==> config.mk <==
export PLATFORM = sky130hd
export DESIGN_NAME = fpcvt_sched_flat
export DESIGN_NICKNAME = d
export VERILOG_FILES = /design/src/rtl/fpcvt_sched_if.sv /design/src/rtl/fpcvt_sched.sv /design/src/flat_wrapper.sv
export SDC_FILE = /design/constraint.sdc
export NUM_CORES = 1
export LEC_CHECK = 0
export ABC_AREA = 1
export CORE_MARGIN = 2
export CORE_UTILIZATION = 35
export CTS_CLUSTER_SIZE = 8
export DETAILED_ROUTE_END_ITERATION = 16
export HOLD_SLACK_MARGIN = 0.12
export PLACE_DENSITY = 0.67
export RECOVER_POWER = 25
export SLEW_MARGIN = 25
export SYNTH_ARGS = -nofsm -noshare
export SYNTH_HDL_FRONTEND = slang
export SYNTH_SLANG_ARGS = --single-unit
==> constraint.sdc <==
create_clock -name clk -period 8.9 [get_ports clk]
set_input_delay 1.335 -clock clk [delete_from_list [all_inputs] [get_ports clk]]
set_output_delay 1.335 -clock clk [all_outputs]
set_load 0.01 [all_outputs]
==> src/rtl/fpcvt_sched_if.sv <==
// Handshake bundle between the sample producers/consumer and the shared FPCVT scheduler.
interface fpcvt_sched_if #(
  parameter int NREQ = 4,
  parameter int IDW  = 2
);
  logic [NREQ-1:0]    req_valid;
  logic [12*NREQ-1:0] req_data;
  logic [NREQ-1:0]    req_ready;
  logic               out_valid;
  logic               out_ready;
  logic [IDW-1:0]     out_id;
  logic               out_S;
  logic [2:0]         out_E;
  logic [3:0]         out_F;
  logic [15:0]        conv_count;

  modport master (
    output req_valid, req_data, out_ready,
    input  req_ready, out_valid, out_id, out_S, out_E, out_F, conv_count
  );

  modport slave (
    input  req_valid, req_data, out_ready,
    output req_ready, out_valid, out_id, out_S, out_E, out_F, conv_count
  );
endinterface

==> src/rtl/fpcvt_sched.sv <==
// Round-robin scheduler sharing one FPCVT converter (12-bit two's complement to
// sign / 3-bit exponent / 4-bit significand) among NREQ requesters.
module fpcvt_sched #(
  parameter int NREQ = 4,
  parameter int IDW  = 2
) (
  input  logic          clk,
  input  logic          rst,
  fpcvt_sched_if.slave  bus
);

  localparam logic [1:0] IDLE = 2'd0;
  localparam logic [1:0] CONV = 2'd1;
  localparam logic [1:0] DONE = 2'd2;

  logic [1:0]     state_q, state_d;
  logic [IDW-1:0] ptr_q, ptr_d;
  logic [11:0]    data_q, data_d;
  logic [IDW-1:0] id_q, id_d;
  logic           out_valid_q, out_valid_d;
  logic [IDW-1:0] out_id_q, out_id_d;
  logic           out_s_q, out_s_d;
  logic [2:0]     out_e_q, out_e_d;
  logic [3:0]     out_f_q, out_f_d;
  logic [15:0]    count_q, count_d;

  logic           grantValid;
  logic [IDW-1:0] grantIdx;
  logic [11:0]    grantData;
  logic [NREQ-1:0] grantOneHot;
  logic [IDW:0]   cand;
  logic [IDW-1:0] candIdx;

  // Search starts at ptr and wraps modulo NREQ; the first valid requester wins.
  always_comb begin
    grantValid  = 1'b0;
    grantIdx    = '0;
    grantData   = '0;
    grantOneHot = '0;
    cand        = '0;
    candIdx     = '0;
    for (int k = 0; k < NREQ; k++) begin
      cand = {1'b0, ptr_q} + (IDW+1)'(k);
      if (cand >= (IDW+1)'(NREQ)) begin
        cand = cand - (IDW+1)'(NREQ);
      end
      candIdx = cand[IDW-1:0];
      if (!grantValid && bus.req_valid[candIdx]) begin
        grantValid = 1'b1;
        grantIdx   = candIdx;
        grantData  = bus.req_data[12*candIdx +: 12];
      end
    end
    if (grantValid) begin
      grantOneHot[grantIdx] = 1'b1;
    end
  end

  assign bus.req_ready = (state_q == IDLE && !rst) ? grantOneHot : '0;

  logic        cvtNeg;
  logic [11:0] cvtMag;
  logic [3:0]  cvtLead;
  logic [3:0]  cvtExp;
  logic        cvtRound;
  logic [4:0]  cvtFrac;
  logic        cvtS;
  logic [2:0]  cvtE;
  logic [3:0]  cvtF;

  // Normalise the magnitude so its leading one lands in F[3], round half-up on
  // the next lower bit, renormalise on carry-out and clamp anything past E=7.
  always_comb begin
    cvtNeg   = data_q[11];
    cvtMag   = cvtNeg ? (~data_q + 12'd1) : data_q;
    cvtLead  = 4'd0;
    for (int b = 0; b < 12; b++) begin
      if (cvtMag[b]) begin
        cvtLead = 4'(b);
      end
    end
    cvtExp   = 4'd0;
    cvtRound = 1'b0;
    cvtFrac  = {1'b0, cvtMag[3:0]};
    if (cvtLead > 4'd3) begin
      cvtExp   = cvtLead - 4'd3;
      cvtRound = |(cvtMag & (12'd1 << (cvtExp - 4'd1)));
      cvtFrac  = 5'((cvtMag >> cvtExp) & 12'h00F) + {4'd0, cvtRound};
    end
    if (cvtFrac[4]) begin
      cvtExp  = cvtExp + 4'd1;
      cvtFrac = 5'd8;
    end
    cvtS = cvtNeg;
    if (cvtExp > 4'd7) begin
      cvtE = 3'd7;
      cvtF = 4'd15;
    end else begin
      cvtE = cvtExp[2:0];
      cvtF = cvtFrac[3:0];
    end
  end

  always_comb begin
    state_d     = state_q;
    ptr_d       = ptr_q;
    data_d      = data_q;
    id_d        = id_q;
    out_valid_d = out_valid_q;
    out_id_d    = out_id_q;
    out_s_d     = out_s_q;
    out_e_d     = out_e_q;
    out_f_d     = out_f_q;
    count_d     = count_q;
    case (state_q)
      IDLE: begin
        if (grantValid) begin
          data_d  = grantData;
          id_d    = grantIdx;
          ptr_d   = (grantIdx == IDW'(NREQ-1)) ? '0 : grantIdx + IDW'(1);
          state_d = CONV;
        end
      end
      CONV: begin
        out_s_d     = cvtS;
        out_e_d     = cvtE;
        out_f_d     = cvtF;
        out_id_d    = id_q;
        out_valid_d = 1'b1;
        state_d     = DONE;
      end
      DONE: begin
        if (bus.out_ready) begin
          out_valid_d = 1'b0;
          count_d     = (count_q == 16'hFFFF) ? count_q : count_q + 16'd1;
          state_d     = IDLE;
        end
      end
      default: state_d = IDLE;
    endcase
  end

  always_ff @(posedge clk) begin
    if (rst) begin
      state_q     <= IDLE;
      ptr_q       <= '0;
      data_q      <= '0;
      id_q        <= '0;
      out_valid_q <= 1'b0;
      out_id_q    <= '0;
      out_s_q     <= 1'b0;
      out_e_q     <= '0;
      out_f_q     <= '0;
      count_q     <= '0;
    end else begin
      state_q     <= state_d;
      ptr_q       <= ptr_d;
      data_q      <= data_d;
      id_q        <= id_d;
      out_valid_q <= out_valid_d;
      out_id_q    <= out_id_d;
      out_s_q     <= out_s_d;
      out_e_q     <= out_e_d;
      out_f_q     <= out_f_d;
      count_q     <= count_d;
    end
  end

  assign bus.out_valid  = out_valid_q;
  assign bus.out_id     = out_id_q;
  assign bus.out_S      = out_s_q;
  assign bus.out_E      = out_e_q;
  assign bus.out_F      = out_f_q;
  assign bus.conv_count = count_q;

endmodule

==> src/flat_wrapper.sv <==
// flat-port wrapper written by rule: the top's interface ports become plain ports
module fpcvt_sched_flat 
#(
  parameter int NREQ = 4,
  parameter int IDW  = 2
)
  (clk, rst, bus_req_valid, bus_req_data, bus_out_ready, bus_req_ready, bus_out_valid, bus_out_id, bus_out_S, bus_out_E, bus_out_F, bus_conv_count);
  fpcvt_sched_if #(.NREQ(NREQ), .IDW(IDW)) bus_i ();
  input  logic clk;
  input  logic rst;
  input wire logic [$bits(bus_i.req_valid)-1:0] bus_req_valid;
  input wire logic [$bits(bus_i.req_data)-1:0] bus_req_data;
  input wire logic [$bits(bus_i.out_ready)-1:0] bus_out_ready;
  output wire logic [$bits(bus_i.req_ready)-1:0] bus_req_ready;
  output wire logic [$bits(bus_i.out_valid)-1:0] bus_out_valid;
  output wire logic [$bits(bus_i.out_id)-1:0] bus_out_id;
  output wire logic [$bits(bus_i.out_S)-1:0] bus_out_S;
  output wire logic [$bits(bus_i.out_E)-1:0] bus_out_E;
  output wire logic [$bits(bus_i.out_F)-1:0] bus_out_F;
  output wire logic [$bits(bus_i.conv_count)-1:0] bus_conv_count;
  assign bus_i.req_valid = bus_req_valid;
  assign bus_i.req_data = bus_req_data;
  assign bus_i.out_ready = bus_out_ready;
  assign bus_req_ready = bus_i.req_ready;
  assign bus_out_valid = bus_i.out_valid;
  assign bus_out_id = bus_i.out_id;
  assign bus_out_S = bus_i.out_S;
  assign bus_out_E = bus_i.out_E;
  assign bus_out_F = bus_i.out_F;
  assign bus_conv_count = bus_i.conv_count;
  fpcvt_sched #(.NREQ(NREQ), .IDW(IDW)) u_core (.clk(clk), .rst(rst), .bus(bus_i));
endmodule
== After elaboration in Yosys (flattened, before gate mapping) ==
Cells that the tools add are included.

* Register bits: 45
* Output and inout port bits: 31
* Word-level logic and storage cells: 123

* Add/sub/neg operators: 14
* Multiply operators: 4
* Order comparisons: 12
* Equality and inequality tests: 6
* Shift-type cells: 6
* Muxes and demuxes: 52
* Bitwise logic cells: 3
* Reductions and logical operators: 16

{| class="wikitable"
|+ Operators with widths
! operator !! count
|-
| $shiftx A48 B7 Y12 || 4
|-
| $mux W12 || 5
|-
| $mux W4 || 10
|-
| $mux W2 || 13
|-
| $add A16 B1 Y16 const B || 1
|-
| $eq A16 B16 Y1 const B || 1
|-
| $mul A2 B2 Y4 const A || 4
|-
| $lt A2 B3 Y1 const B || 5
|-
| $mux W3 || 5
|-
| $add A12 B1 Y12 const B || 1
|-
| $and A12 B12 Y12 || 1
|-
| $not A12 Y12 || 1
|-
| $reduce_or A12 Y1 || 1
|-
| $shl A1 B4 Y12 const A || 1
|-
| $shr A12 B4 Y4 || 1
|-
| $mux W1 || 11
|-
| $ge A3 B3 Y1 const B || 3
|-
| $bmux W1 S2 || 4
|-
| $sub A2 B1 Y2 const B || 4
|-
| $add A2 B2 Y3 const B || 2
|-
| $pmux W2 S3 || 1
|-
| $reduce_and A2 Y1 || 3
|-
| $add A4 B1 Y5 || 1
|-
| $logic_and A1 B1 Y1 || 5
|-
| other kinds (21) || 25
|}

== Depth between registers and ports, before layout ==
* Word-level depth: 24
* Mapped depth: 34
* Gate-level depth less buffers: 33

== Worst setup path after synthesis ==
No wires, ideal clock.

* Kind: input-to-output
* Start point: input port bus_req_valid[1]
* End point: output port bus_req_ready[0]
* Data arrival time: 2913 ps
* Data required time: 7565 ps
* Path slack: 4652 ps
* Cell stages on the path: 11
* Buffers on the path: 0
* Path through: inv_1 > o21ai_0 > inv_1 > o21ai_0 > nor2_1 > nand3_1 > inv_1 > a221oi_1 > ha_1 > inv_1 > nor2_1

* Word-level cells in the longest chain between the ends: 18
* Elaborated cells on any way between the ends: 29

{| class="wikitable"
|+ Ends and longest elaborated chain
! what !! RTL line !! source
|-
| start: declaration || flat_wrapper.sv:11 || <nowiki>input wire logic [$bits(bus_i.req_valid)-1:0] bus_req_valid;</nowiki>
|-
| $bmux W1 S2 || fpcvt_sched.sv:48 || <nowiki>if (!grantValid && bus.req_valid[candIdx]) begin</nowiki>
|-
| $mux W1 (not written as such) || fpcvt_sched.sv:48 ||
|-
| $mux W1 || fpcvt_sched.sv:48 ||
|-
| $logic_not A1 Y1 || fpcvt_sched.sv:48 ||
|-
| $logic_and A1 B1 Y1 || fpcvt_sched.sv:48 ||
|-
| $mux W1 || fpcvt_sched.sv:48 ||
|-
| $logic_not A1 Y1 || fpcvt_sched.sv:48 ||
|-
| $logic_and A1 B1 Y1 || fpcvt_sched.sv:48 ||
|-
| [2 not listed] || -- ||
|-
| $logic_and A1 B1 Y1 || fpcvt_sched.sv:48 ||
|-
| $mux W2 || fpcvt_sched.sv:48 ||
|-
| $lt A2 B3 Y1 (not written as such) or $ge A2 B1 Y1 (tied branches) || fpcvt_sched.sv:55 || <nowiki>grantOneHot[grantIdx] = 1'b1;</nowiki>
|-
| $logic_and A1 B1 Y1 (not written as such) || fpcvt_sched.sv:55 ||
|-
| $mux W1 (not written as such) || fpcvt_sched.sv:55 ||
|-
| $demux W1 S2 || -- ||
|-
| $mux W4 * || fpcvt_sched.sv:54 || <nowiki>if (grantValid) begin</nowiki>
|-
| $mux W4 * || fpcvt_sched.sv:59 || <nowiki>assign bus.req_ready = (state_q == IDLE && !rst) ? grantOneHot : '0;</nowiki>
|-
| end: declaration || flat_wrapper.sv:14 || <nowiki>output wire logic [$bits(bus_i.req_ready)-1:0] bus_req_ready;</nowiki>
|}

Mark *: on every way between the ends. The rest lies on a longest branch, timed or not. The select of a mux whose other input is x is not followed.

== Final worst setup path ==
* Start point: register u_core.ptr_q[1]
* End point: output port bus_req_ready[1]

* Word-level cells in the longest chain between the ends: 20
* Elaborated cells on any way between the ends: 44

{| class="wikitable"
|+ Ends and longest elaborated chain
! what !! RTL line !! source
|-
| start: declaration || fpcvt_sched.sv:17 || <nowiki>logic [IDW-1:0] ptr_q, ptr_d;</nowiki>
|-
| start signal: assignment || fpcvt_sched.sv:157 || <nowiki>ptr_q <= ptr_d;</nowiki>
|-
| branches (longest 18 deep; another with $add A2 B1 Y3) || -- ||
|-
| $mux W4 * || fpcvt_sched.sv:54 ||
|-
| $mux W4 * || fpcvt_sched.sv:59 ||
|}

Mark *: on every way between the ends. The select of a mux whose other input is x is not followed.

==> run metrics <==
status finished, final reports clean; worst slew pin tran 907 ps; # hold bufs at CTS 0; Synth Area in Simple Gates 0.378; CP top delay family buffers and inverters; routed via count 5136; GP Congestion 0.860; Die X-Extent 118 um; Final Hold Viols 0; Min Hold Slack 471 ps; top sig layer met4; ranking of synthesized cells by area dfxtp_1 (20%), nand2_1 (20%), o21ai_0 (13%), inv_1 (9.0%), a21oi_1 (6.3%); Detailed Route WL 12000 um; Worst-path clk slew 70 ps; Std-Cell Rows 41; Peak supply drop 0.000166 V; synthesized netlist cell count 822; residual DRC count 0; DPL Wire Length 9440 um; share of cells above drive strength 1 0.0704; Pint 984 uW; critical register-to-register path startpoint u_core.ptr_q[1]; cts bufs inserted 5; register area share after synthesis 0.197; WL met3 509 um; Setup Crit Path Kind register to output port; Tcrit/Tclk final 0.719; clk_skew 8.46 ps; crit start category register; clock tree root buffer cell clkbuf_16; CP bufs+invs 5; Mean Syn Cell Area 5.58 sq um; Synth Area in Adders 0.0382; 1st-iter DRT viols 270; crit path from u_core.ptr_q[1]; share of Yosys cell area claimed by the top area cell type 0.197; Fillers 1395; switch share 0.575; largest family of logic cells by synthesized area simple AND/OR/NAND/NOR gates; # diodes 0; initial antenna violation count 0; maxcap violations 0; Min-Delay Startpoint u_core.bus.conv_count[8]; Gate power share 0.785; DR WL/cell 11.4 um; Yosys reg bits 45; synth unique cells 42; full die area 0.0140 sq mm; Congestion Overflow GR 0; Flop pwr share 0.134; first-pass GRT wire length 20700 um; slowest cell on the critical path dfxtp_1; Synth area leader dfxtp_1; final core utilization 0.446; Tot Pwr 2310 uW; vias per inst 4.88; Sw Pwr 1330 uW; clock power share 0.081; multiplexer share of the synthesized area 0; drt first pass iters 5; Max transition margin 0.395; syn_nets 891; CTS Buffer Depth 2; worst skew pair latency 290 ps; height of the die 118 um; Buffers on Ports 85; XOR/XNOR Fraction of Synth Area 0.00573; IO Count 86; vias in the first global route 4670; routed length on met2 5560 um; Nets 949; Slew Limit Fails 0; Max Freq 156 MHz; H-Tree Level Count 2; met1 WL 5740 um; CP max FO 29; final setup vio count 0; Post-Syn Area 0.00458 sq mm; Power Density 408 mW/mm^2; min-delay worst type register to register; ANT nets after route 0; Required @ worst endpoint 7570 ps; # resized after CTS 0; Core Area 0.0127 sq mm; Initial Util 0.360; Arrival @ worst endpoint 5070 ps; Setup crit end kind output port; slowest stage delay, CP 910 ps; CTS Sinks 45; yosys warns 0; TritonCTS clock tree built; post-synthesis compound-gate area fraction 0.243; Layout area overhead 23.7%; TNS Setup 0 ps; total leakage power 0.00251 uW; CP cell instances xnor2_2, buf_4, clkinv_1, o21ai_0, nor2_1, nand3_1, inv_1, a221oi_1, ha_1, inv_1, nor2_1, clkdlybuf4s50_1; largest net degree at the start of global routing 103; # Post-CTS Setup Buffers 0; GRT Util Overall 0.170; fin crit period 6400 ps; RSZ-0062 raised after global routing no
==> Yosys cell counts (all sizes together) <==
master / number
clkinv: 2
dfxtp: 45
nor3b: 2
a31oi: 2
nand4: 5
a221oi: 2
a2111oi: 11
xnor2: 3
o22ai: 1
or2: 2
nor3: 6
nand3b: 5
nand2: 252
o21ai: 125
a311oi: 2
inv: 126
a211oi: 1
nor2: 60
nor4: 3
a41oi: 1
ha: 14
a21oi: 60
nand3: 54
buf: 8
clkbuf: 28
a22oi: 1
o21a: 1
==> through the flow <==
stage	worst slack, ps	instances	area, sq um
2_1_floorplan	4650	822	4580
3_3_place_gp	2890	1045	5520
3_5_place_dp	2800	1045	5520
4_1_cts	2570	1053	5670
5_1_grt	2010	1053	5670
6_report	2500	1053	5670
==> layout make-up <==
class,count,area [sq um],area share
Multi-Input combinational cell,613,3060,0.539
Timing Repair Buffer,87,866,0.153
Clock inverter,3,25.0,0.00441
Inverter,128,480,0.0847
Tap cell,172,215,0.0380
Clock buffer,5,125,0.0221
Sequential cell,45,902,0.159
==> worst register-to-register path, stage by stage (launching register included) <==
cell and delay, ps:
dfxtp_1 910, xnor2_2 180, buf_4 310, clkinv_1 610, o21ai_0 550, nor2_1 130
nand3_1 410, inv_1 110, a221oi_1 620, ha_1 360, o21ai_0 170, a21oi_1 60
==> cells in the final DEF, fill, tap and decap left out, drive strengths merged, types with 3 or more instances in the layout <==
master	Yosys	layout
dfxtp	45	45
ha	14	14
dlygate4sd3	0	17
nor4	3	3
nor2	60	60
o21ai	125	125
nand3	54	54
a2111oi	11	11
xnor2	3	3
clkdlybuf4s50	0	68
clkinv	2	3
a21oi	60	60
clkbuf	28	5
nand2	252	252
inv	126	127
nand3b	5	5
nor3	6	6
nand4	5	5
==> power by group through the flow <==
stage	sequential (uW)	combinational, uW	clock (uW)
after floorplan	295	1460	0
after global placement	315	1810	0
after detailed placement	315	1810	0
after CTS	311	1820	193
after global routing	319	2070	200
final	310	1820	188
==> cell families (layout without fill, tap and decap cells) <==
| family | count (synthesis) | count (layout) |
|---|---|---|
| and+or+nand+nor | 389 | 389 |
| AOI/OAI and AO/OA | 207 | 207 |
| buffers and inverters | 164 | 223 |
| DFF | 45 | 45 |
| adders and majority gates | 14 | 14 |
| xor gates and xnor gates | 3 | 3 |
==> sequential cells by signal (all words and copies together), names as in the netlist <==
signal,count
u_core.bus.out_F,4
u_core.state_q,2
u_core.bus.out_S,1
u_core.bus.out_id,2
u_core.ptr_q,2
u_core.bus.conv_count,16
u_core.bus.out_E,3
u_core.data_q,12
u_core.bus.out_valid,1
u_core.id_q,2
==> metal layers <==
layer | global-route usage | vias to the layer above
li1 | - | 2773
met4 | 0.0446 | 0
met1 | 0.228 | 2223
met3 | 0.0169 | 15
met5 | 0 | -
met2 | 0.292 | 125
==> final timing paths <==
check / end / slack [ps] / depth (start not counted)
worst max-delay path: bus_req_ready[1] / 2500 / 12
worst min-delay path: u_core.bus.conv_count[8] / 470 / 2
worst max register to register: u_core.ptr_q[1] / 4330 / 11
worst min register to register: u_core.bus.conv_count[8] / 470 / 2
(Power assumes the default switching activity.)
